**config.mk**
```make
export PLATFORM = sky130hd
export DESIGN_NAME = cp0_exception_unit_flat
export DESIGN_NICKNAME = d
export VERILOG_FILES = /design/src/rtl/cp0_exception_unit_pkg.sv /design/src/rtl/cp0_exception_unit_if.sv /design/src/rtl/cp0_int_arbiter.sv /design/src/rtl/cp0_exception_unit.sv /design/src/flat_wrapper.sv
export SDC_FILE = /design/constraint.sdc
export NUM_CORES = 1
export LEC_CHECK = 0
export ABC_AREA = 1
export CAP_MARGIN = 30
export CORE_UTILIZATION = 25
export DETAILED_ROUTE_END_ITERATION = 10
export DONT_BUFFER_PORTS = 1
export GPL_TIMING_DRIVEN = 0
export PLACE_DENSITY = 0.37
export SLEW_MARGIN = 30
export SYNTH_ARGS = -nofsm -noshare
export SYNTH_HDL_FRONTEND = slang
export SYNTH_SLANG_ARGS = --single-unit
```
**constraint.sdc**
```tcl
create_clock -name clk -period 2.4 [get_ports clk]
set_clock_uncertainty 0.1 [all_clocks]
set_input_delay 0 -clock clk [delete_from_list [all_inputs] [get_ports clk]]
set_output_delay 0 -clock clk [all_outputs]
set_load 0.02 [all_outputs]
```
**src/rtl/cp0_exception_unit_pkg.sv**
```systemverilog
// Shared CP0 definitions: register numbers, field positions, exception codes
// and register packing helpers.
package cp0_exception_unit_pkg;

  localparam logic [4:0] RegSr    = 5'd12;
  localparam logic [4:0] RegCause = 5'd13;
  localparam logic [4:0] RegEpc   = 5'd14;
  localparam logic [4:0] RegPrid  = 5'd15;

  localparam int unsigned SrIe    = 0;
  localparam int unsigned SrExl   = 1;
  localparam int unsigned ImLsb   = 10;
  localparam int unsigned ImMsb   = 15;
  localparam int unsigned CauseBd = 31;
  localparam int unsigned ExcLsb  = 2;
  localparam int unsigned ExcMsb  = 6;

  typedef enum logic [4:0] {
    ExcInt  = 5'd0,
    ExcAdEL = 5'd4,
    ExcAdES = 5'd5,
    ExcRI   = 5'd10,
    ExcOv   = 5'd12
  } exc_code_e;

  function automatic logic [31:0] pack_sr(logic [5:0] im, logic exl, logic ie);
    logic [31:0] r;
    r              = '0;
    r[ImMsb:ImLsb] = im;
    r[SrExl]       = exl;
    r[SrIe]        = ie;
    return r;
  endfunction

  function automatic logic [31:0] pack_cause(logic bd, logic [5:0] ip, logic [4:0] code);
    logic [31:0] r;
    r                = '0;
    r[CauseBd]       = bd;
    r[ImMsb:ImLsb]   = ip;
    r[ExcMsb:ExcLsb] = code;
    return r;
  endfunction

endpackage

```
**src/rtl/cp0_exception_unit_if.sv**
```systemverilog
// M-stage pipeline <-> CP0 signal bundle (mfc0/mtc0, exception inputs, redirect outputs).
interface cp0_exception_unit_if;
  logic [4:0]  A1;
  logic [4:0]  A2;
  logic [31:0] DIn;
  logic        WE;
  logic [31:0] PC_M;
  logic        BD_M;
  logic        Exc_M;
  logic [4:0]  ExcCode_M;
  logic        EXLClr;
  logic [5:0]  HWInt;
  logic        IntReq;
  logic [31:0] NPC_Exc;
  logic [31:0] EPC_out;
  logic [31:0] DOut;

  modport master (
    output A1, A2, DIn, WE, PC_M, BD_M, Exc_M, ExcCode_M, EXLClr, HWInt,
    input  IntReq, NPC_Exc, EPC_out, DOut
  );

  modport slave (
    input  A1, A2, DIn, WE, PC_M, BD_M, Exc_M, ExcCode_M, EXLClr, HWInt,
    output IntReq, NPC_Exc, EPC_out, DOut
  );
endinterface

```
**src/rtl/cp0_int_arbiter.sv**
```systemverilog
// Combinational exception/interrupt arbitration: request, selected code and
// word-aligned return address.
module cp0_int_arbiter
  import cp0_exception_unit_pkg::*;
(
  input  logic        en,
  input  logic [5:0]  hw_int,
  input  logic [5:0]  im,
  input  logic        ie,
  input  logic        exl,
  input  logic        exc,
  input  logic [4:0]  exc_code_in,
  input  logic [31:0] pc_eff,
  input  logic        bd_eff,
  output logic        int_req,
  output logic [4:0]  exc_code,
  output logic [31:0] epc_val
);

  logic        int_pend;
  logic        exc_pend;
  logic [31:0] epc_raw;

  always_comb begin
    int_pend = (|(hw_int & im)) & ie & ~exl;
    exc_pend = exc & ~exl;
    int_req  = en & (int_pend | exc_pend);
    // Interrupts take priority over the synchronous exception.
    exc_code = int_pend ? ExcInt : exc_code_in;
    epc_raw  = bd_eff ? (pc_eff - 32'd4) : pc_eff;
    epc_val  = epc_raw & ~32'h3;
  end

endmodule

```
**src/rtl/cp0_exception_unit.sv**
```systemverilog
// Coprocessor 0 at the M stage: SR/Cause/EPC/PrID state, mfc0/mtc0, eret and
// exception/interrupt redirect.
module cp0_exception_unit
  import cp0_exception_unit_pkg::*;
#(
  parameter logic [31:0] PRID       = 32'h4255_4141,
  parameter logic [31:0] HANDLER_PC = 32'h0000_4180
) (
  input logic                 clk,
  input logic                 reset,
  cp0_exception_unit_if.slave bus
);

  logic [5:0]  sr_im_q, sr_im_d;
  logic        sr_exl_q, sr_exl_d;
  logic        sr_ie_q, sr_ie_d;
  logic        cause_bd_q, cause_bd_d;
  logic [5:0]  cause_ip_q;
  logic [4:0]  cause_exc_q, cause_exc_d;
  logic [31:0] epc_q, epc_d;
  logic [31:0] last_pc_q, last_pc_d;
  logic        last_bd_q, last_bd_d;

  logic        pc_valid;
  logic [31:0] pc_eff;
  logic        bd_eff;
  logic        int_req;
  logic [4:0]  sel_code;
  logic [31:0] epc_val;

  // A zero PC is a bubble; fall back to the last real instruction.
  assign pc_valid = (bus.PC_M != 32'd0);
  assign pc_eff   = pc_valid ? bus.PC_M : last_pc_q;
  assign bd_eff   = pc_valid ? bus.BD_M : last_bd_q;

  cp0_int_arbiter u_arbiter (
    .en          (reset),
    .hw_int      (bus.HWInt),
    .im          (sr_im_q),
    .ie          (sr_ie_q),
    .exl         (sr_exl_q),
    .exc         (bus.Exc_M),
    .exc_code_in (bus.ExcCode_M),
    .pc_eff      (pc_eff),
    .bd_eff      (bd_eff),
    .int_req     (int_req),
    .exc_code    (sel_code),
    .epc_val     (epc_val)
  );

  always_comb begin
    sr_im_d     = sr_im_q;
    sr_exl_d    = sr_exl_q;
    sr_ie_d     = sr_ie_q;
    cause_bd_d  = cause_bd_q;
    cause_exc_d = cause_exc_q;
    epc_d       = epc_q;
    last_pc_d   = pc_valid ? bus.PC_M : last_pc_q;
    last_bd_d   = pc_valid ? bus.BD_M : last_bd_q;
    if (int_req) begin
      sr_exl_d    = 1'b1;
      cause_bd_d  = bd_eff;
      cause_exc_d = sel_code;
      epc_d       = epc_val;
    end else begin
      if (bus.WE && bus.A2 == RegSr) begin
        sr_im_d  = bus.DIn[ImMsb:ImLsb];
        sr_exl_d = bus.DIn[SrExl];
        sr_ie_d  = bus.DIn[SrIe];
      end
      if (bus.WE && bus.A2 == RegEpc) begin
        epc_d = bus.DIn;
      end
      // eret wins over a same-cycle SR write of EXL.
      if (bus.EXLClr) begin
        sr_exl_d = 1'b0;
      end
    end
  end

  always_ff @(posedge clk) begin
    if (!reset) begin
      sr_im_q     <= 6'h3F;
      sr_exl_q    <= 1'b0;
      sr_ie_q     <= 1'b1;
      cause_bd_q  <= 1'b0;
      cause_ip_q  <= 6'h00;
      cause_exc_q <= 5'd0;
      epc_q       <= 32'd0;
      last_pc_q   <= 32'h0000_3000;
      last_bd_q   <= 1'b0;
    end else begin
      sr_im_q     <= sr_im_d;
      sr_exl_q    <= sr_exl_d;
      sr_ie_q     <= sr_ie_d;
      cause_bd_q  <= cause_bd_d;
      cause_ip_q  <= bus.HWInt;
      cause_exc_q <= cause_exc_d;
      epc_q       <= epc_d;
      last_pc_q   <= last_pc_d;
      last_bd_q   <= last_bd_d;
    end
  end

  always_comb begin
    unique case (bus.A1)
      RegSr:    bus.DOut = pack_sr(sr_im_q, sr_exl_q, sr_ie_q);
      RegCause: bus.DOut = pack_cause(cause_bd_q, cause_ip_q, cause_exc_q);
      RegEpc:   bus.DOut = epc_q;
      RegPrid:  bus.DOut = PRID;
      default:  bus.DOut = 32'd0;
    endcase
  end

  assign bus.IntReq  = int_req;
  assign bus.NPC_Exc = HANDLER_PC;
  assign bus.EPC_out = epc_q;

endmodule

```
**src/flat_wrapper.sv**
```systemverilog
// flat-port wrapper written by rule: the top's interface ports become plain ports
module cp0_exception_unit_flat import cp0_exception_unit_pkg::*;
#(
  parameter logic [31:0] PRID       = 32'h4255_4141,
  parameter logic [31:0] HANDLER_PC = 32'h0000_4180
)
  (clk, reset, bus_A1, bus_A2, bus_DIn, bus_WE, bus_PC_M, bus_BD_M, bus_Exc_M, bus_ExcCode_M, bus_EXLClr, bus_HWInt, bus_IntReq, bus_NPC_Exc, bus_EPC_out, bus_DOut);
  cp0_exception_unit_if bus_i ();
  input logic clk;
  input logic reset;
  input wire logic [$bits(bus_i.A1)-1:0] bus_A1;
  input wire logic [$bits(bus_i.A2)-1:0] bus_A2;
  input wire logic [$bits(bus_i.DIn)-1:0] bus_DIn;
  input wire logic [$bits(bus_i.WE)-1:0] bus_WE;
  input wire logic [$bits(bus_i.PC_M)-1:0] bus_PC_M;
  input wire logic [$bits(bus_i.BD_M)-1:0] bus_BD_M;
  input wire logic [$bits(bus_i.Exc_M)-1:0] bus_Exc_M;
  input wire logic [$bits(bus_i.ExcCode_M)-1:0] bus_ExcCode_M;
  input wire logic [$bits(bus_i.EXLClr)-1:0] bus_EXLClr;
  input wire logic [$bits(bus_i.HWInt)-1:0] bus_HWInt;
  output wire logic [$bits(bus_i.IntReq)-1:0] bus_IntReq;
  output wire logic [$bits(bus_i.NPC_Exc)-1:0] bus_NPC_Exc;
  output wire logic [$bits(bus_i.EPC_out)-1:0] bus_EPC_out;
  output wire logic [$bits(bus_i.DOut)-1:0] bus_DOut;
  assign bus_i.A1 = bus_A1;
  assign bus_i.A2 = bus_A2;
  assign bus_i.DIn = bus_DIn;
  assign bus_i.WE = bus_WE;
  assign bus_i.PC_M = bus_PC_M;
  assign bus_i.BD_M = bus_BD_M;
  assign bus_i.Exc_M = bus_Exc_M;
  assign bus_i.ExcCode_M = bus_ExcCode_M;
  assign bus_i.EXLClr = bus_EXLClr;
  assign bus_i.HWInt = bus_HWInt;
  assign bus_IntReq = bus_i.IntReq;
  assign bus_NPC_Exc = bus_i.NPC_Exc;
  assign bus_EPC_out = bus_i.EPC_out;
  assign bus_DOut = bus_i.DOut;
  cp0_exception_unit #(.PRID(PRID), .HANDLER_PC(HANDLER_PC)) u_core (.clk(clk), .reset(reset), .bus(bus_i));
endmodule
```
* Word level (Yosys, flattened, before mapping)
Index checks and enable logic that the tools add are counted.
W data, S select, Z words.
** Storage, ports and cells
- Register bits :: 85
- Bits of input ports :: 91
- Output and inout bits :: 97
- Word-level logic and storage cells :: 44
** Operators by class
- $add $sub $neg :: 1
- Eq/ne operators :: 6
- Muxes and demuxes :: 10
- Bitwise logic cells :: 9
- Reduce and logical (&&, ||, !) cells :: 8
** Operators by type and width (number)
- $mux W32 :: 4
- $pmux W32 S4 :: 1
- $reduce_bool A32 Y1 :: 1
- $sub A32 B3 Y32 const B :: 1
- $eq A5 B4 Y1 const B :: 6
- $and A6 B6 Y6 :: 1
- $reduce_or A6 Y1 :: 1
- $mux W5 :: 1
- $and A1 B1 Y1 :: 4
- $mux W1 :: 4
- $not A1 Y1 :: 3
- $reduce_bool A3 Y1 :: 1
- $logic_and A1 B1 Y1 :: 2
- $reduce_and A2 Y1 :: 1
- $reduce_bool A2 Y1 :: 1
- $reduce_or A2 Y1 :: 1
- $or A1 B1 Y1 :: 1

* Depth between registers and ports, before layout
- Depth after elaboration :: 8
- Gate-level depth with buffers :: 19
- Depth with buffers taken out :: 18

* Modules after synthesis
A second synthesis with hierarchy kept.
** Second synthesis, totals
- Cell total of the unflattened synthesis :: 851
- Area, all modules :: 5301.3 um2
** By module, submodules not included
- cp0_exception_unit :: instances 1, cells each 630, area each 4156.5 um2, sequential area each 1701.6 um2
- cp0_int_arbiter :: instances 1, cells each 221, area each 1144.8 um2, sequential area each 0.0 um2

* Least setup slack after synthesis
OpenSTA, ideal clock, no wires.
- Kind :: input to register
- From :: in bus_PC_M[19]
- To :: reg u_core.epc_q[12], in the netlist u_core.bus.EPC_out[12]
- Library setup time :: 0.126 ns
- Data arrival time :: 1.828 ns
- Data required time :: 2.174 ns
- Path slack :: 0.345 ns
- Stages on the path :: 17
- Path buffers :: 1
- Cells stage by stage :: nor2_1 > nand2_1 > nor2_1 > nand2_2 > nor2_4 > buf_6 > nand2_1 > nand2_2 > ha_1 > inv_1 > nor3_2 > nand2_1 > nor2_4 > inv_2 > nor2_1 > xor2_1 > o21ai_1
** On the way
- Word-level cells in the longest chain between the ends :: 5
- Elaborated cells on any way between the ends :: 6
- Classes of those cells :: add/sub: 1; mux: 4; reduce/logical: 1
** RTL lines
- start, declared :: RTL line flat_wrapper.sv:15 : input wire logic [$bits(bus_i.PC_M)-1:0] bus_PC_M;
- $reduce_bool A32 Y1 (*) :: RTL line cp0_exception_unit.sv:32 : assign pc_valid = (bus.PC_M != 32'd0);
- $mux W32 :: RTL line cp0_exception_unit.sv:33 : assign pc_eff = pc_valid ? bus.PC_M : last_pc_q;
- $sub A32 B3 Y32 :: RTL line cp0_int_arbiter.sv:30 : epc_raw = bd_eff ? (pc_eff - 32'd4) : pc_eff;
- $mux W32 (*) :: RTL line cp0_int_arbiter.sv:30
- $mux W32 (*) :: RTL line cp0_exception_unit.sv:60 : if (int_req) begin
- end signal, assigned :: RTL line cp0_exception_unit.sv:99 : epc_q <= epc_d;
- end, declared :: RTL line cp0_exception_unit.sv:20 : logic [31:0] epc_q, epc_d;
Mark *: on every way between the ends. The rest lies on a longest branch, timed or not.
A chain may end at the register's enable or synchronous reset.

* Worst setup path in the final report
- From :: reg u_core.sr_im_q[5]
- To :: reg u_core.epc_q[3], in the netlist u_core.bus.EPC_out[3]
** On the way
- Word-level cells in the longest chain between the ends :: 7
- Elaborated cells on any way between the ends :: 8
- Classes of those cells :: mux: 1; bitwise: 5; reduce/logical: 2
** RTL lines
- start, declared :: RTL line cp0_exception_unit.sv:14 : logic [5:0] sr_im_q, sr_im_d;
- start signal, assigned :: RTL line cp0_exception_unit.sv:93 : sr_im_q <= sr_im_d;
- $and A6 B6 Y6 (*) :: RTL line cp0_int_arbiter.sv:25 : int_pend = (|(hw_int & im)) & ie & ~exl;
- $reduce_or A6 Y1 (*) :: RTL line cp0_int_arbiter.sv:25
- $and A1 B1 Y1 (*) (2 in a row) :: RTL line cp0_int_arbiter.sv:25
- $or A1 B1 Y1 (*) :: RTL line cp0_int_arbiter.sv:27 : int_req = en & (int_pend | exc_pend);
- $and A1 B1 Y1 (*) :: RTL line cp0_int_arbiter.sv:27
- named net bus_IntReq :: RTL line flat_wrapper.sv:21 : output wire logic [$bits(bus_i.IntReq)-1:0] bus_IntReq;
- $mux W32 or $reduce_bool A2 Y1 (tied branches)
The timed path passes the listed nets; every way through them passes the cells marked *.

==> flow_metrics.env <==
export IMPL_p_int_uw=2692
export IMPL_clock_sinks=83
export IMPL_synthCells=766
export IMPL_hpwl_mm=15.48
export IMPL_synth_warnings=0
export IMPL_crit_type="flip-flop to flip-flop"
export IMPL_power_density_mw_per_mm2=577.4
export IMPL_multi_input_area_mm2=0.002716
export IMPL_num_vias=5240
export IMPL_rows=51
export IMPL_violations="negative hold slack"
export IMPL_ff_latch_area_mm2=0.001662
export IMPL_hp_class="primary input to flip-flop"
export IMPL_antenna_found_initial=0
export IMPL_ir_drop_v=0.0003056
export IMPL_clk_path_buf_depth=2
export IMPL_busiest_layer="met2"
export IMPL_crit_fanout=10
export IMPL_ant_nets=0
export IMPL_rr_worst_depth=12
export IMPL_yosysUniqueCellTypes=46
export IMPL_grt_remaining_overflow=0
export IMPL_avgSynthCellArea_um2=6.455
export IMPL_cts_root_buf="clkbuf_16"
export IMPL_die_h_um=142.6
export IMPL_post_route_min_period_ns=2.223
export IMPL_p_sw_share_pct=30.49
export IMPL_synth_compound_area_share_pct=12.75
export IMPL_syn_to_final_growth_pct=35.65
export IMPL_place_inst=1061
export IMPL_grtUsageMet2_pct=32.51
export IMPL_synth_area_mux_share_pct=0
export IMPL_drt_iter0_drc=272
export IMPL_p_seq_share_pct=40.8
export IMPL_grt_use_met1_pct=26.00
export IMPL_netSwitchingPower_uw=1181
export IMPL_hold_ws_ns=-0.02705
export IMPL_cts_tree="built"
export IMPL_core_area_mm2=0.01940
export IMPL_synthArstFlopShare_pct=0
export IMPL_drv_slew=0
export IMPL_synth_top_family_by_area="simple AND/OR/NAND/NOR gates"
export IMPL_globalplace_congestion=0.8482
export IMPL_ys_flop_type="dfxtp_1"
export IMPL_wl_per_cell_um=16.95
export IMPL_rrSetupSlack_ns=0.18
export IMPL_synth_fa_ha_area_share_pct=0.2530
export IMPL_final_common_cell="nand2_1"
export IMPL_path_clk_slew_ns=0.07
export IMPL_status="finished, violations left"
export IMPL_end_kind="flip-flop"
export IMPL_grt_usage_pct=19.75
export IMPL_initial_core_util_pct=25.49
export IMPL_pre_cts_ws_ns=-0.5841
export IMPL_synth_edf_count=0
export IMPL_clock_fmax_ghz=0.4499
export IMPL_grt_max_degree=16
export IMPL_drtPass1Iterations=4
export IMPL_grt_pass1_vias=4976
export IMPL_worstReg2RegStart="u_core.sr_im_q[5]$_SDFFE_PN1P_"
export IMPL_seq_area_frac_synth_pct=33.60
export IMPL_setup_violations_final=0
export IMPL_antenna_cells=0
export IMPL_startpoint="u_core.sr_im_q[5]$_SDFFE_PN1P_"
export IMPL_layout_drive_gt1_share_pct=14.49
export IMPL_h_tree_depth=3
export IMPL_clock_latency_ns=0.35
export IMPL_dieWidth_um=142.6
export IMPL_wirelength_mm=19.81
export IMPL_syn_area_mm2=0.004945
export IMPL_vias_per_cell=4.482
export IMPL_ys_seq_elements=83
export IMPL_power_leakage_uw=0.002993
export IMPL_drc=0
export IMPL_final_cell_mix="192 x nand2_1, 95 x nor2_1, 92 x inv_1, 85 x dlygate4sd3_1, 83 x dfxtp_1"
export IMPL_max_slew_margin_rel_pct=43.09
export IMPL_cp_start_kind="flip-flop"
export IMPL_comb_power_share_pct=18.1
export IMPL_endpoint="u_core.bus.EPC_out[3]$_SDFFE_PN0P_"
export IMPL_crit_required_ns=2.51
export IMPL_numCtsBuffers=9
export IMPL_min_period_over_period_pct=92.60
export IMPL_layout_cells_non_filler=1169
export IMPL_max_cap_violations=0
export IMPL_synthSimpleGateAreaFrac_pct=37.15
export IMPL_grtUsageMet3_pct=3.421
export IMPL_power_uw=3873
export IMPL_die_area_mm2=0.02034
export IMPL_arrival_ns=2.34
export IMPL_r2r_end="u_core.bus.EPC_out[3]$_SDFFE_PN0P_"
export IMPL_fin_ws_ns=0.1775
export IMPL_port_buffers=0
export IMPL_finalHoldViolCount=4
export IMPL_grt_setup_unrepaired="false"
export IMPL_p_clk_share_pct=41.2
export IMPL_grt_pass1_wl_mm=29.30
export IMPL_pin_count=188
export IMPL_layout_nets=991
export IMPL_worstMarginPinSlew_ns=0.8536
export IMPL_fillers=2180
export IMPL_synth_xor_area_share_pct=1.063
-- cells in the mapped netlist (8+ instances only) --
cell type  instances  share of area, %
nand2_2            8               1.0
o21ai_0           37               3.7
inv_1             92               7.0
a21oi_2           10               1.8
nand4_1           12               1.5
buf_4             33               5.0
dfxtp_1           83                34
nor2_2             8               1.0
nor2_1            99               7.5
nand3_1           61               6.2
inv_2              8              0.61
o21ai_1            8              0.81
a21oi_1           26               2.6
clkbuf_1          14               1.1
nand2_1          197                15
o211ai_1           9               1.4
-- flip-flops by register name (all words and copies together), names as in the netlist --
register / count
u_core.last_pc_q: 30
u_core.sr_exl_q: 1
u_core.last_bd_q: 1
u_core.cause_ip_q: 6
u_core.bus.EPC_out: 32
u_core.cause_exc_q: 5
u_core.sr_im_q: 6
u_core.sr_ie_q: 1
u_core.cause_bd_q: 1
-- through the flow --
stage               TNS, ns  cell area, um^2  utilization (%)  hold WS [ns]
floorplan                 0             5057                -     -0.006547
global placement     -10.79             5389            27.78     -0.005296
detailed placement   -11.33             5389            27.78     -0.001032
CTS                       0             6625            34.15      0.009016
global route              0             6708            34.58       0.01246
finish                    0             6708            34.58      -0.02705
-- worst min path at each step --
stage	startpoint	endpoint	slack (ns)	depth (start not counted)
2_1_floorplan	bus_HWInt[0]	u_core.cause_ip_q[0]$_SDFF_PN0_	-0.007	2
3_3_place_gp	bus_HWInt[4]	u_core.cause_ip_q[4]$_SDFF_PN0_	-0.005	2
3_5_place_dp	bus_HWInt[1]	u_core.cause_ip_q[1]$_SDFF_PN0_	-0.001	2
4_1_cts	bus_Exc_M	u_core.bus.EPC_out[30]$_SDFFE_PN0P_	0.009	5
5_1_grt	bus_Exc_M	u_core.bus.EPC_out[30]$_SDFFE_PN0P_	0.01	5
6_report	bus_Exc_M	u_core.bus.EPC_out[30]$_SDFFE_PN0P_	-0.03	5
-- critical path, stage by stage (launching register included) --
cell and delay, ns:
dfxtp_1 0.33, nand2_1 0.07, nand4_1 0.15, a221oi_2 0.28
nor2_1 0.09, nand2_2 0.09, nand2_2 0.08, nand2_4 0.10
inv_2 0.05, buf_2 0.19, buf_6 0.19, o21ai_0 0.21
a31oi_1 0.16
-- final cells by class --
cell class / count / area share [%]
plain buffers: 55 / 5.615
clock buffers: 10 / 3.563
clock inverters: 6 / 1.436
inverters: 102 / 5.708
multi-input cells: 556 / 40.50
flip-flops and latches: 83 / 24.77
well taps: 265 / 4.943
repair buffers: 92 / 13.47
-- layer usage --
layer	share of wire (%)	up-vias
li1	-	2634
met1	48	2446
met2	46	142
met3	4.4	18
met4	1.6	0
met5	0	-
-- power groups by stage --
stage	Combinational [uW]	Sequential [uW]	Clock (uW)
after floorplan	404	1590	0
after global placement	544	1610	0
after detailed placement	548	1610	0
after CTS	682	1580	1630
after global routing	773	1590	1670
final	700	1580	1590
-- what timing repair did --
item	4_1_cts	5_1_grt
setup buffers	0	7
endpoints found under the hold margin	82	0
setup endpoints to repair	46	35
gates resized for setup	15	16
gates cloned	0	0
pin swaps	0	5
hold buffers	85	0
-- cell families after synthesis --
family / Yosys count
compound gates: 105
xor+xnor: 6
fa+ha+maj: 1
buf+inv: 157
flops: 83
other cells: 2
simple gates: 412
No activity file was read; power rests on OpenSTA's default activity.
